--- config.mk ---
export PLATFORM = sky130hd
export DESIGN_NAME = spi_counter_bank
export DESIGN_NICKNAME = d
export VERILOG_FILES = /design/src/rtl/spi_counter_pkg.sv /design/src/rtl/spi_slave_if.sv /design/src/rtl/spi_counter_bank.sv
export SDC_FILE = /design/constraint.sdc
export NUM_CORES = 1
export LEC_CHECK = 0
export CORE_AREA = 2 2 92 111
export DETAILED_ROUTE_END_ITERATION = 10
export DIE_AREA = 0 0 94 113
export GPL_TIMING_DRIVEN = 0
export PLACE_DENSITY = 0.65
export SYNTH_ARGS = -nofsm -noshare
export SYNTH_HDL_FRONTEND = slang
export SYNTH_SLANG_ARGS = --single-unit
--- constraint.sdc ---
create_clock -name clk -period 2.3 [get_ports clk]
set_input_delay 0.23 -clock clk [delete_from_list [all_inputs] [get_ports clk]]
set_output_delay 0.23 -clock clk [all_outputs]
set_load 0.005 [all_outputs]
--- src/rtl/spi_counter_pkg.sv ---
// spi_counter_pkg: shared constants for the SPI-controlled counter bank.
//   - SPI command byte field positions
//   - register-select encodings
//   - CTRL register bit positions
//   - SPI slave frame state encoding
package spi_counter_pkg;

  // Command byte layout: [7] write, [6:5] register select, [4:0] channel index.
  localparam int unsigned CmdBits  = 8;
  localparam int unsigned CmdWrBit = 7;
  localparam int unsigned CmdSelHi = 6;
  localparam int unsigned CmdSelLo = 5;
  localparam int unsigned CmdChHi  = 4;
  localparam int unsigned CmdChLo  = 0;

  // CTRL register bits.
  localparam int unsigned CtrlEnBit   = 0;
  localparam int unsigned CtrlClrBit  = 1;
  localparam int unsigned CtrlModeBit = 2;
  localparam int unsigned CtrlAutoBit = 3;

  typedef enum logic [1:0] {
    SelCtrl  = 2'b00,
    SelCmp   = 2'b01,
    SelCount = 2'b10,
    SelRsvd  = 2'b11
  } reg_sel_e;

  typedef enum logic [1:0] {
    StIdle,
    StCmd,
    StData,
    StDone
  } spi_state_e;

endpackage

--- src/rtl/spi_slave_if.sv ---
// spi_slave_if: SPI mode-0 slave front end running entirely in the clk domain.
// Synchronises sck/ss_n/mosi, detects sck and ss_n edges, counts frame bits and
// shifts the command byte and data word in (MSB first) and read data out.
// Ports:
//   clk, rst_n     system clock, async active-low reset
//   sck, ss_n      SPI clock and slave select (asynchronous)
//   mosi, miso     SPI serial data in / out
//   cmd_stb        one-clk pulse: full command byte available on cmd
//   cmd            command byte, stable for the rest of the frame
//   wr_stb         one-clk pulse: full data word available on wr_data
//   wr_data        received data word
//   rd_data        read snapshot supplied by the bank, sent during data phase
module spi_slave_if
  import spi_counter_pkg::*;
#(
  parameter int unsigned WIDTH = 8
) (
  input  logic               clk,
  input  logic               rst_n,
  input  logic               sck,
  input  logic               ss_n,
  input  logic               mosi,
  output logic               miso,
  output logic               cmd_stb,
  output logic [CmdBits-1:0] cmd,
  output logic               wr_stb,
  output logic [WIDTH-1:0]   wr_data,
  input  logic [WIDTH-1:0]   rd_data
);

  localparam int unsigned FrameBits = CmdBits + WIDTH;
  localparam int unsigned CntW      = $clog2(FrameBits + 1);

  // Two synchroniser flops plus one history flop for edge detection.
  logic [2:0] sck_q, ss_q;
  logic [1:0] mosi_q;

  logic sck_rise, sck_fall, ss_fall, ss_high, mosi_s;

  spi_state_e         state_q, state_d;
  logic [CntW-1:0]    bit_cnt_q, bit_cnt_d;
  logic [CmdBits-1:0] cmd_q, cmd_d;
  logic [WIDTH-1:0]   rx_q, rx_d;
  logic [WIDTH-1:0]   tx_q, tx_d;
  logic               miso_q, miso_d;
  logic               cmd_stb_q, cmd_stb_d;
  logic               wr_stb_q, wr_stb_d;

  assign sck_rise = sck_q[1] & ~sck_q[2];
  assign sck_fall = ~sck_q[1] & sck_q[2];
  assign ss_fall  = ~ss_q[1] & ss_q[2];
  assign ss_high  = ss_q[1];
  assign mosi_s   = mosi_q[1];

  always_comb begin
    state_d   = state_q;
    bit_cnt_d = bit_cnt_q;
    cmd_d     = cmd_q;
    rx_d      = rx_q;
    tx_d      = tx_q;
    miso_d    = miso_q;
    cmd_stb_d = 1'b0;
    wr_stb_d  = 1'b0;

    unique case (state_q)
      StIdle: begin
        miso_d = 1'b0;
        if (ss_fall) begin
          state_d   = StCmd;
          bit_cnt_d = '0;
        end
      end
      StCmd: begin
        if (sck_rise) begin
          cmd_d     = {cmd_q[CmdBits-2:0], mosi_s};
          bit_cnt_d = bit_cnt_q + CntW'(1);
          if (bit_cnt_q == CntW'(CmdBits - 1)) begin
            state_d   = StData;
            cmd_stb_d = 1'b1;
          end
        end
      end
      StData: begin
        if (sck_rise) begin
          rx_d      = {rx_q[WIDTH-2:0], mosi_s};
          bit_cnt_d = bit_cnt_q + CntW'(1);
          if (bit_cnt_q == CntW'(FrameBits - 1)) begin
            state_d  = StDone;
            wr_stb_d = 1'b1;
          end
        end
        if (sck_fall) begin
          // First falling edge of the data phase presents the snapshot MSB.
          if (bit_cnt_q == CntW'(CmdBits)) begin
            miso_d = rd_data[WIDTH-1];
            tx_d   = {rd_data[WIDTH-2:0], 1'b0};
          end else begin
            miso_d = tx_q[WIDTH-1];
            tx_d   = {tx_q[WIDTH-2:0], 1'b0};
          end
        end
      end
      StDone: begin
        // Frame complete; extra sck edges are ignored until ss_n rises.
      end
      default: state_d = StIdle;
    endcase

    // ss_n high ends (or aborts) any frame; an incomplete frame never strobes.
    if (ss_high) begin
      state_d   = StIdle;
      miso_d    = 1'b0;
      cmd_stb_d = 1'b0;
      wr_stb_d  = 1'b0;
    end
  end

  always_ff @(posedge clk or negedge rst_n) begin
    if (!rst_n) begin
      sck_q     <= '0;
      ss_q      <= '0;
      mosi_q    <= '0;
      state_q   <= StIdle;
      bit_cnt_q <= '0;
      cmd_q     <= '0;
      rx_q      <= '0;
      tx_q      <= '0;
      miso_q    <= 1'b0;
      cmd_stb_q <= 1'b0;
      wr_stb_q  <= 1'b0;
    end else begin
      sck_q     <= {sck_q[1:0], sck};
      ss_q      <= {ss_q[1:0], ss_n};
      mosi_q    <= {mosi_q[0], mosi};
      state_q   <= state_d;
      bit_cnt_q <= bit_cnt_d;
      cmd_q     <= cmd_d;
      rx_q      <= rx_d;
      tx_q      <= tx_d;
      miso_q    <= miso_d;
      cmd_stb_q <= cmd_stb_d;
      wr_stb_q  <= wr_stb_d;
    end
  end

  assign miso    = miso_q;
  assign cmd_stb = cmd_stb_q;
  assign cmd     = cmd_q;
  assign wr_stb  = wr_stb_q;
  assign wr_data = rx_q;

endmodule

--- src/rtl/spi_counter_bank.sv ---
// spi_counter_bank: CH independent WIDTH-bit counters with compare-match,
// configured and read over an SPI mode-0 slave interface.
// Ports:
//   clk, rst_n   system clock, async active-low reset
//   sck, ss_n    SPI clock and slave select (asynchronous)
//   mosi, miso   SPI serial data in / out (miso is 0 while ss_n is high)
//   evt[CH]      per-channel count events (asynchronous, rising-edge counted)
//   match[CH]    per-channel registered compare-match pulse
module spi_counter_bank
  import spi_counter_pkg::*;
#(
  parameter int unsigned WIDTH = 8,
  parameter int unsigned CH    = 2
) (
  input  logic          clk,
  input  logic          rst_n,
  input  logic          sck,
  input  logic          ss_n,
  input  logic          mosi,
  output logic          miso,
  input  logic [CH-1:0] evt,
  output logic [CH-1:0] match
);

  logic                       cmd_stb, wr_stb, wr_en;
  logic [CmdBits-1:0]         cmd;
  logic [WIDTH-1:0]           wr_data, rd_q;
  reg_sel_e                   sel;
  logic [CmdChHi-CmdChLo:0]   ch_idx;

  // Per-channel read contributions OR-chained; an unmatched index yields 0.
  logic [WIDTH-1:0] rd_or [CH+1];

  assign sel    = reg_sel_e'(cmd[CmdSelHi:CmdSelLo]);
  assign ch_idx = cmd[CmdChHi:CmdChLo];
  assign wr_en  = wr_stb & cmd[CmdWrBit];
  assign rd_or[0] = '0;

  spi_slave_if #(
    .WIDTH(WIDTH)
  ) u_spi (
    .clk    (clk),
    .rst_n  (rst_n),
    .sck    (sck),
    .ss_n   (ss_n),
    .mosi   (mosi),
    .miso   (miso),
    .cmd_stb(cmd_stb),
    .cmd    (cmd),
    .wr_stb (wr_stb),
    .wr_data(wr_data),
    .rd_data(rd_q)
  );

  for (genvar g = 0; g < CH; g++) begin : g_ch
    logic [1:0]       evt_sync_q;
    logic             evt_prev_q;
    logic             en_q, mode_q, auto_q, clr_q, match_q, match_d;
    logic [WIDTH-1:0] cnt_q, cnt_d, cmp_q, ctrl_v, rd_val;
    logic             ch_hit, wr_ctrl, wr_cmp, wr_cnt, evt_rise, inc, at_cmp;

    assign ch_hit   = (32'(ch_idx) == 32'(g));
    assign wr_ctrl  = wr_en & ch_hit & (sel == SelCtrl);
    assign wr_cmp   = wr_en & ch_hit & (sel == SelCmp);
    assign wr_cnt   = wr_en & ch_hit & (sel == SelCount);
    assign evt_rise = evt_sync_q[1] & ~evt_prev_q;
    assign inc      = en_q & (~mode_q | evt_rise);
    assign at_cmp   = (cnt_q == cmp_q);

    // SPI write > CLR > AUTO reload > increment. Match only on a real increment.
    always_comb begin
      cnt_d   = cnt_q;
      match_d = 1'b0;
      if (wr_cnt) begin
        cnt_d = wr_data;
      end else if (clr_q) begin
        cnt_d = '0;
      end else if (inc) begin
        match_d = at_cmp;
        cnt_d   = (auto_q && at_cmp) ? '0 : cnt_q + WIDTH'(1);
      end
    end

    // CLR is not stored; it always reads back 0.
    always_comb begin
      ctrl_v              = '0;
      ctrl_v[CtrlEnBit]   = en_q;
      ctrl_v[CtrlModeBit] = mode_q;
      ctrl_v[CtrlAutoBit] = auto_q;
    end

    always_comb begin
      rd_val = '0;
      unique case (sel)
        SelCtrl:  rd_val = ctrl_v;
        SelCmp:   rd_val = cmp_q;
        SelCount: rd_val = cnt_q;
        default:  rd_val = '0;
      endcase
    end

    assign rd_or[g+1] = rd_or[g] | (ch_hit ? rd_val : '0);

    always_ff @(posedge clk or negedge rst_n) begin
      if (!rst_n) begin
        evt_sync_q <= '0;
        evt_prev_q <= 1'b0;
        en_q       <= 1'b0;
        mode_q     <= 1'b0;
        auto_q     <= 1'b0;
        clr_q      <= 1'b0;
        cmp_q      <= '0;
        cnt_q      <= '0;
        match_q    <= 1'b0;
      end else begin
        evt_sync_q <= {evt_sync_q[0], evt[g]};
        evt_prev_q <= evt_sync_q[1];
        if (wr_ctrl) begin
          en_q   <= wr_data[CtrlEnBit];
          mode_q <= wr_data[CtrlModeBit];
          auto_q <= wr_data[CtrlAutoBit];
          clr_q  <= wr_data[CtrlClrBit];
        end else begin
          clr_q  <= 1'b0;
        end
        if (wr_cmp) begin
          cmp_q <= wr_data;
        end
        cnt_q   <= cnt_d;
        match_q <= match_d;
      end
    end

    assign match[g] = match_q;
  end

  // Read snapshot is captured once per frame, the clk after the command byte lands.
  always_ff @(posedge clk or negedge rst_n) begin
    if (!rst_n) begin
      rd_q <= '0;
    end else if (cmd_stb) begin
      rd_q <= rd_or[CH];
    end
  end

endmodule

==> results of run 1 <==
==> state kept, by name, summed over array words and instances (netlist names), 3 cells and up <==
name             flops
g_ch.cnt_q          16
u_spi.cmd            8
u_spi.bit_cnt_q      5
u_spi.tx_q           7
g_ch.cmp_q          16
g_ch.evt_sync_q      4
rd_q                 8
u_spi.ss_q           3
u_spi.sck_q          3
u_spi.wr_data        8
==> repair_timing <==
action,in CTS,in global routing
setup buffers,0,1
hold endpoints to repair,42,0
resized for setup,0,4
hold buffers,1,0
setup endpoints to repair,0,16
==> worst max-delay path: cells and delay by family, from the launching register on <==
kind                   cells  cell delay [ns]
and+or+nand+nor            2             1.04
DFF                        1             0.42
buffers and inverters      1             0.32
AOI/OAI and AO/OA          3             0.34
==> how the worst min path moves through the flow <==
stage                         from  cells after the start  slack [ns]         endpoint
floorplan                    rst_n                      0       -0.07   g_ch[0].auto_q
global placement    u_spi.sck_q[0]                      0        0.33   u_spi.sck_q[1]
detailed placement           rst_n                      1        0.26  g_ch[1].match_q
CTS                            sck                      1        0.32   u_spi.sck_q[0]
global route                   sck                      1        0.32   u_spi.sck_q[0]
finish                         sck                      1        0.32   u_spi.sck_q[0]
==> stage by stage <==
step / hold WS, ns / cell area (µm²)
CTS: 0.317 / 5250
global route: 0.322 / 5300
floorplan: -0.0656 / 4680
detailed placement: 0.258 / 4950
global placement: 0.332 / 4920
finish: 0.325 / 5300
==> cell families after synthesis <==
logic type	Yosys count	share of synthesized area (%)
AND/OR/NAND/NOR	120	13.9
flip-flops	97	51.9
AO/OA/AOI/OAI	93	14.2
multiplexers	49	11.4
buffers and inverters	29	2.62
XOR/XNOR	19	3.56
adder cells (fa/ha/maj)	9	2.41
==> cell type report <==
class / count / share of cell area, %
Clock buffer: 12 / 4.84
Inverter: 11 / 0.779
Sequential cell: 97 / 45.8
Multi-Input combinational cell: 290 / 40.7
Tap cell: 123 / 2.90
Clock inverter: 3 / 0.755
Timing Repair Buffer: 12 / 2.74
Buffer: 18 / 1.53
==> layout by cell type, fill, tap and decap left out, types with 11 or more instances in the layout <==
| cell | n |
|---|---|
| dfrtp_1 | 97 |
| nand3_1 | 16 |
| nand2_1 | 40 |
| nor2_1 | 12 |
| inv_1 | 11 |
| o21ai_0 | 21 |
| mux2_2 | 25 |
| mux2i_1 | 14 |
| a21oi_1 | 15 |
| a22oi_1 | 12 |
==> where the power goes <==
group	leakage (nW)	internal, W	switching [W]	total [W]
sequential	1.31	0.00184	0.000178	0.00202
clock	0.148	0.000892	0.000597	0.00149
combinational	0.914	0.000298	0.000530	0.000828
total	2.37	0.00303	0.00131	0.00433
==> metal layers <==
metal	routed length, µm	up-vias	share of wire [%]
met5	0	-	0
met4	274	0	2.7
met3	473	21	4.7
met2	5060	78	50
met1	4220	1691	42
li1	-	1577	-
==> results.py, run 1 <==
metrics = {
    "run_status": {
        "status": "completed",
    },
    "min_path": {
        "min_path_type": "primary input to flip-flop",
    },
    "global_route": {
        "grt_util_met2_pct": 34.2,
        "grt.overflow.total": 0,
        "grt_pass1_wl_um": 16900,
        "top_usage_layer": "met2",
        "met3_usage_pct": 4.39,
        "grt_pass1_vias": 3428,
        "antenna_found_initial": 0,
        "grt_max_degree": 56,
        "track_usage_pct": 20.8,
        "use_met1_pct": 26.2,
    },
    "cts": {
        "clkSinkCount": 97,
        "root_buffer": "clkbuf_16",
        "h-tree-depth": 3,
        "clkSlewWorstSetupHoldPaths_ns": 0.06,
        "worst_skew_pair.late_latency_ns": 0.34,
        "cts_buffer_depth": 2,
        "cts_tree": "built",
        "cts_buffers": 9,
    },
    "sta": {
        "finalWorstSetupSlack_ns": 0.107,
        "worst_pin_slew_ns": 0.801,
        "timing.fmax_mhz": 456,
        "finalSetupViolations": 0,
        "rsz0062_at_grt": "false",
        "final_hold_viol_count": 0,
        "drv_slew": 0,
        "relSlewSlack_pct": 46.3,
        "skew_ns": 0.00640,
        "fin_crit_ns": 2.19,
        "min_period_over_period_pct": 95.4,
        "tns_ns": 0,
    },
    "setup_path": {
        "cp_cell_sequence": "or4_1, nor3_1, buf_2, a21o_1, a21oi_1, a21oi_1",
        "worst_setup_path_start_kind": "flip-flop",
        "slowest_delay_ns": 0.57,
        "slowest_stage": "or4_1",
        "worst-r2r-setup-slack_ns": 0.11,
        "end_kind": "flip-flop",
        "cp_data_arrival_time_ns": 2.46,
        "r2r_cells": 6,
        "required_ns": 2.57,
        "cp-endpoint": "g_ch[0].cnt_q[2]",
        "cp_max_fo": 10,
        "r2r-start": "u_spi.cmd[4]",
        "r2r_end": "g_ch[0].cnt_q[2]",
        "cpMostUsedCell": "a21oi_1",
        "startpoint": "u_spi.cmd[4]",
        "crit_type": "flip-flop to flip-flop",
    },
    "synth": {
        "synth_commonest_cells": "97 x dfrtp_1, 40 x nand2_1, 25 x mux2_2, 21 x o21ai_0, 16 x nand3_1",
        "synthTopCellsByArea": "dfrtp_1 52%, mux2_2 6.0%, nand2_1 3.2%",
        "ys_seq_area_share_pct": 51.9,
        "yosysTopAreaCellShare_pct": 51.9,
        "syn_area_per_cell_um2": 11.2,
        "synth_most_common_cell": "dfrtp_1",
        "async_flop_share_pct": 100,
        "synth-main-ff-cell": "dfrtp_1",
        "synth_top_area_cell": "dfrtp_1",
        "ys_warn_count": 0,
        "synth.distinct_cells": 55,
        "syn_nets": 432,
        "synth_area_mm2": 0.00468,
        "ys_ff_latch": 97,
        "synth-edff-count": 0,
        "netlist_instances": 416,
    },
    "place": {
        "portBuffers": 9,
        "dp_slack_ns": 0.0615,
        "place.gp.congestion": 0.843,
        "dp_cells": 549,
        "hpwl_um": 7070,
    },
    "layout": {
        "fin_nets": 455,
        "area_delta_synth_final_pct": 13.4,
        "fin_cells": 566,
        "finish.utilization_pct": 55.7,
        "multi_input_area_mm2": 0.00216,
        "diodes": 0,
        "drive_above_1_share_pct": 13.8,
        "seq_area_mm2": 0.00243,
        "num-fill-cells": 847,
    },
    "floorplanning": {
        "core-area_mm2": 0.00952,
        "ios": 10,
        "num_rows": 39,
        "initial_core_util_pct": 49.2,
        "dieArea_mm2": 0.0106,
        "die_x_um": 94,
        "die_height_um": 113,
    },
    "route": {
        "viasPerCell": 5.95,
        "dr.pass1.iters": 4,
        "post_drt_wl_per_cell_um": 17.7,
        "drc": 0,
        "drt_wl_total_um": 10000,
        "final_antenna_net_count": 0,
        "initialDrtViolationCount": 253,
        "num_vias": 3367,
    },
    "power": {
        "ir_drop_mv": 0.571,
        "powerDensity_mw_per_mm2": 817,
        "power_w": 0.00433,
        "p_leak_nw": 2.37,
    },
    "flow_run": {
        "maxCapViolCount": 0,
    },
}
Note: power is estimated with default switching activity, not from simulation.
==> run 2, diff against run 1 <==
Settings changed: CTS_CLUSTER_DIAMETER from default to 100, SETUP_SLACK_MARGIN from default to 0.3.
==> results.py, run 2 (synthesized netlist as in run 1, its figures left out) <==
metrics = {
    "run_status": {
        "status": "completed",
    },
    "setup_path": {
        "r2r_end": "g_ch[1].cmp_q[2]",
        "cp_cell_sequence": "nor4_4, nand2_2, or3b_4, buf_6, mux2_1",
        "worst_setup_path_start_kind": "flip-flop",
        "end_kind": "flip-flop",
        "crit_buf_inv": 1,
        "r2r_cells": 5,
        "slowest_stage": "nor4_4",
        "required_ns": 2.52,
        "worst-r2r-setup-slack_ns": 0.25,
        "critical-path-top-delay-family": "simple AND/OR/NAND/NOR gates",
        "crit_type": "flip-flop to flip-flop",
        "slowest_delay_ns": 0.49,
        "r2r-start": "u_spi.cmd[4]",
        "cp_data_arrival_time_ns": 2.28,
        "cp_max_fo": 9,
    },
    "sta": {
        "rsz0062_at_grt": "true",
        "final_hold_viol_count": 0,
        "relSlewSlack_pct": 47.7,
        "worst_pin_slew_ns": 0.781,
        "timing.fmax_mhz": 487,
        "fin_crit_ns": 2.05,
        "min_period_over_period_pct": 89.3,
        "whs_ns": 0.322,
        "skew_ns": 0.00646,
        "finalSetupViolations": 0,
        "tns_ns": 0,
        "drv_slew": 0,
    },
    "layout": {
        "fin_cells": 575,
        "drive_above_1_share_pct": 19.5,
        "fin_nets": 464,
        "area_delta_synth_final_pct": 18.6,
        "diodes": 0,
        "final_common_cell": "dfrtp_1",
        "design_area_mm2": 0.00555,
        "mostFrequentLayoutCells": "96 x dfrtp_1, 39 x nand2_1, 20 x o21ai_0",
        "top_regs": "g_ch.cmp_q x16, g_ch.cnt_q x16",
    },
    "place": {
        "place.gp.congestion": 0.843,
        "portBuffers": 9,
        "hpwl_um": 7070,
        "dp_cells": 549,
        "postPlaceCellArea_mm2": 0.00495,
    },
    "route": {
        "drc": 0,
        "drt_wl_total_um": 10300,
        "num_vias": 3405,
        "viasPerCell": 5.92,
        "final_antenna_net_count": 0,
        "dr.pass1.iters": 5,
        "post_drt_wl_per_cell_um": 18.0,
        "initialDrtViolationCount": 231,
    },
    "power": {
        "p_leak_nw": 2.47,
        "ir_drop_mv": 0.569,
        "powerDensity_mw_per_mm2": 822,
    },
    "global_route": {
        "grt_pass1_vias": 3456,
        "grt.overflow.total": 0,
        "antenna_found_initial": 0,
        "grt_max_degree": 56,
        "grt_pass1_wl_um": 17200,
        "track_usage_pct": 21.1,
    },
    "cts": {
        "h-tree-depth": 3,
        "cts_buffers": 9,
        "root_buffer": "clkbuf_16",
        "cts_tree": "built",
        "clkSinkCount": 97,
        "clkSlewWorstSetupHoldPaths_ns": 0.06,
        "worst_skew_pair.late_latency_ns": 0.34,
        "cts_buffer_depth": 2,
    },
    "floorplanning": {
        "die_height_um": 113,
        "core-area_mm2": 0.00952,
        "die_x_um": 94,
        "dieArea_mm2": 0.0106,
        "ios": 10,
        "initial_core_util_pct": 49.2,
        "num_rows": 39,
    },
    "min_path": {
        "hold_path_end": "u_spi.sck_q[0]",
        "min_path_type": "primary input to flip-flop",
        "holdPathStages": 1,
        "hold_path.startpoint": "sck",
    },
    "flow_run": {
        "maxCapViolCount": 0,
    },
}
-- run 2: changes by cell type in the layout (fill, tap and decap cells not counted), sizes merged --
cell | previous run | this run
buf | 12 | 21
-- run 2: where the power goes --
part / switching [W] / internal, W
Sequential: 0.000185 / 0.00184
Clock: 0.000599 / 0.000892
Combinational: 0.000625 / 0.000422
-- run 2: timing repair --
item,4_1_cts,5_1_grt
endpoints found under the setup margin,38,46
buffers inserted,2,8
hold buffers,1,0
gates resized for setup,9,37
pin swaps,3,11
hold endpoints to repair,42,0
-- run 2: worst max-delay path by stage --
stage,cells after the start,slack [ns],endpoint,startpoint
after floorplan,4,0.40,g_ch[0].cmp_q[0],u_spi.cmd[4]
after global placement,1,-2.59,u_spi.tx_q[4],rst_n
after detailed placement,6,0.06,g_ch[0].cnt_q[5],g_ch[0].cnt_q[4]
after CTS,5,0.17,g_ch[0].cmp_q[2],u_spi.cmd[2]
after global routing,5,0.18,g_ch[1].cnt_q[6],u_spi.cmd[6]
final,5,0.25,g_ch[1].cmp_q[2],u_spi.cmd[4]
-- run 2: through the flow --
step	power, W	util, %	setup WS (ns)
after detailed placement	0.00285	52.0	0.0615
after global routing	0.00479	58.3	0.179
after CTS	0.00440	56.0	0.175
final	0.00456	58.3	0.246
after floorplan	0.00256	-	0.403
after global placement	0.00281	51.7	-2.59
-- run 2: layout make-up --
cell class                 count  area (µm²)
sequential                    97        2430
multi-input combinational    290        2300
fill                         813        3970
inverter                      11        41.3
clock buffer                  12         256
clock inverter                 3        40.0
buffer                        18        96.3
timing repair buffer          21         225
tap                          123         154
-- run 2: worst reg2reg max path, cell delays in order, from the launching register on --
cell and delay [ns]:
dfrtp_1 0.42, nor4_4 0.49, nand2_2 0.15, or3b_4 0.41
buf_6 0.15, mux2_1 0.31
-- run 2: layer usage --
metal	wire, µm	vias up	track usage, %
met2	5320	56	34.6
met3	350	18	3.99
met5	0	-	0
met1	4430	1737	26.9
li1	-	1594	-
met4	238	0	10.0
==> run 3, diff against run 2 <==
Clock period 2.3 ns to 2.4 ns, I/O delays scaled along.
==> results.py, run 3 (synthesized netlist as in run 1, its figures left out) <==
metrics = {
    "run_status": {
        "status": "completed",
    },
    "cts": {
        "h-tree-depth": 3,
        "root_buffer": "clkbuf_16",
        "clkSinkCount": 97,
        "worst_skew_pair.late_latency_ns": 0.34,
        "cts_buffers": 9,
        "cts_buffer_depth": 2,
        "clkSlewWorstSetupHoldPaths_ns": 0.06,
        "cts_tree": "built",
    },
    "layout": {
        "fin_nets": 463,
        "final_common_cell": "dfrtp_1",
        "num-fill-cells": 827,
        "diodes": 0,
        "design_area_mm2": 0.00545,
        "area_delta_synth_final_pct": 16.6,
        "top_regs": "g_ch.cmp_q x16, g_ch.cnt_q x16",
        "mostFrequentLayoutCells": "97 x dfrtp_1, 39 x nand2_1, 25 x mux2_2",
        "finish.utilization_pct": 57.3,
        "drive_above_1_share_pct": 16.9,
    },
    "setup_path": {
        "required_ns": 2.67,
        "cp_data_arrival_time_ns": 2.31,
        "crit_type": "flip-flop to flip-flop",
        "cp_max_fo": 10,
        "worst_setup_path_start_kind": "flip-flop",
        "end_kind": "flip-flop",
    },
    "sta": {
        "final_hold_viol_count": 0,
        "finalWorstSetupSlack_ns": 0.357,
        "min_period_over_period_pct": 85.1,
        "drv_slew": 0,
        "worst_pin_slew_ns": 0.786,
        "rsz0062_at_grt": "true",
        "timing.fmax_mhz": 490,
        "fin_crit_ns": 2.04,
        "relSlewSlack_pct": 47.4,
        "whs_ns": 0.333,
        "skew_ns": 0.00712,
        "finalSetupViolations": 0,
    },
    "route": {
        "viasPerCell": 5.92,
        "num_vias": 3400,
        "final_antenna_net_count": 0,
        "dr.pass1.iters": 5,
        "drc": 0,
        "initialDrtViolationCount": 264,
        "post_drt_wl_per_cell_um": 17.7,
        "drt_wl_total_um": 10200,
    },
    "power": {
        "p_leak_nw": 2.45,
        "power_w": 0.00434,
        "ir_drop_mv": 0.531,
        "powerDensity_mw_per_mm2": 795,
    },
    "global_route": {
        "grt_util_met2_pct": 34.6,
        "use_met1_pct": 26.8,
        "grt.overflow.total": 0,
        "top_usage_layer": "met2",
        "grt_pass1_vias": 3453,
        "antenna_found_initial": 0,
        "grt_max_degree": 56,
        "grt_pass1_wl_um": 17200,
        "met3_usage_pct": 3.99,
        "track_usage_pct": 21.1,
    },
    "floorplanning": {
        "dieArea_mm2": 0.0106,
        "initial_core_util_pct": 49.2,
        "die_height_um": 113,
        "ios": 10,
        "num_rows": 39,
        "die_x_um": 94,
        "core-area_mm2": 0.00952,
    },
    "place": {
        "hpwl_um": 7070,
        "place.gp.congestion": 0.843,
        "dp_slack_ns": 0.162,
        "postPlaceCellArea_mm2": 0.00495,
        "portBuffers": 9,
    },
    "min_path": {
        "min_path_type": "primary input to flip-flop",
    },
    "flow_run": {
        "maxCapViolCount": 0,
    },
}
-- run 3: cell count changes in the layout (fill, tap and decap cells not counted), sizes merged --
cell / change
buf: -2
clkbuf: +1
-- run 3: power by group --
part	switching (W)	internal [W]	leakage [nW]
logic	0.000584	0.000390	0.987
registers	0.000172	0.00176	1.31
clock network	0.000574	0.000855	0.148
total	0.00133	0.00301	2.45
-- run 3: timing repair --
action,in CTS,in global routing
pin swaps,3,6
hold buffers,1,0
endpoints found under the hold margin,42,0
setup buffers,2,7
endpoints found under the setup margin,27,34
resized for setup,6,16
-- run 3: routing by layer --
layer / share of wire, % / wire [µm] / vias up
met5: 0 / 0 / -
met4: 2.7 / 277 / 0
met3: 3.3 / 335 / 20
met2: 51 / 5210 / 63
met1: 43 / 4360 / 1724
li1: - / - / 1593
-- run 3: critical path, cell delays in order, from the launching register on --
cell and delay [ns]:
dfrtp_1 0.42, or4_1 0.60, nor3_2 0.31, buf_2 0.28, a21o_1 0.15, a21oi_1 0.06
a21oi_1 0.14
-- run 3: final timing paths --
check	startpoint	end	slack [ns]	cells after the start
max	u_spi.cmd[4]	g_ch[0].cnt_q[2]	0.36	6
min	sck	u_spi.sck_q[0]	0.33	1
max reg2reg	u_spi.cmd[4]	g_ch[0].cnt_q[2]	0.36	6
min reg2reg	u_spi.ss_q[0]	u_spi.ss_q[1]	0.35	0
max in group asynchronous	rst_n	g_ch[0].evt_sync_q[1]	1.31	3
min in group asynchronous	rst_n	u_spi.wr_data[2]	0.44	2
-- run 3: final cells by class --
type | instances | area [µm²] | area share (%)
multi-input cells | 290 | 2230 | 40.8
clock inverters | 3 | 40.0 | 0.734
plain buffers | 18 | 90.1 | 1.65
flip-flops and latches | 97 | 2430 | 44.5
well taps | 123 | 154 | 2.82
repair buffers | 20 | 218 | 3.99
inverters | 11 | 41.3 | 0.757
clock buffers | 12 | 256 | 4.70
-- run 3: metrics by stage --
| step | setup TNS (ns) | std cells |
|---|---|---|
| 2_1_floorplan | 0 | 416 |
| 3_3_place_gp | -242.03 | 548 |
| 3_5_place_dp | 0 | 549 |
| 4_1_cts | 0 | 567 |
| 5_1_grt | 0 | 574 |
| 6_report | 0 | 574 |
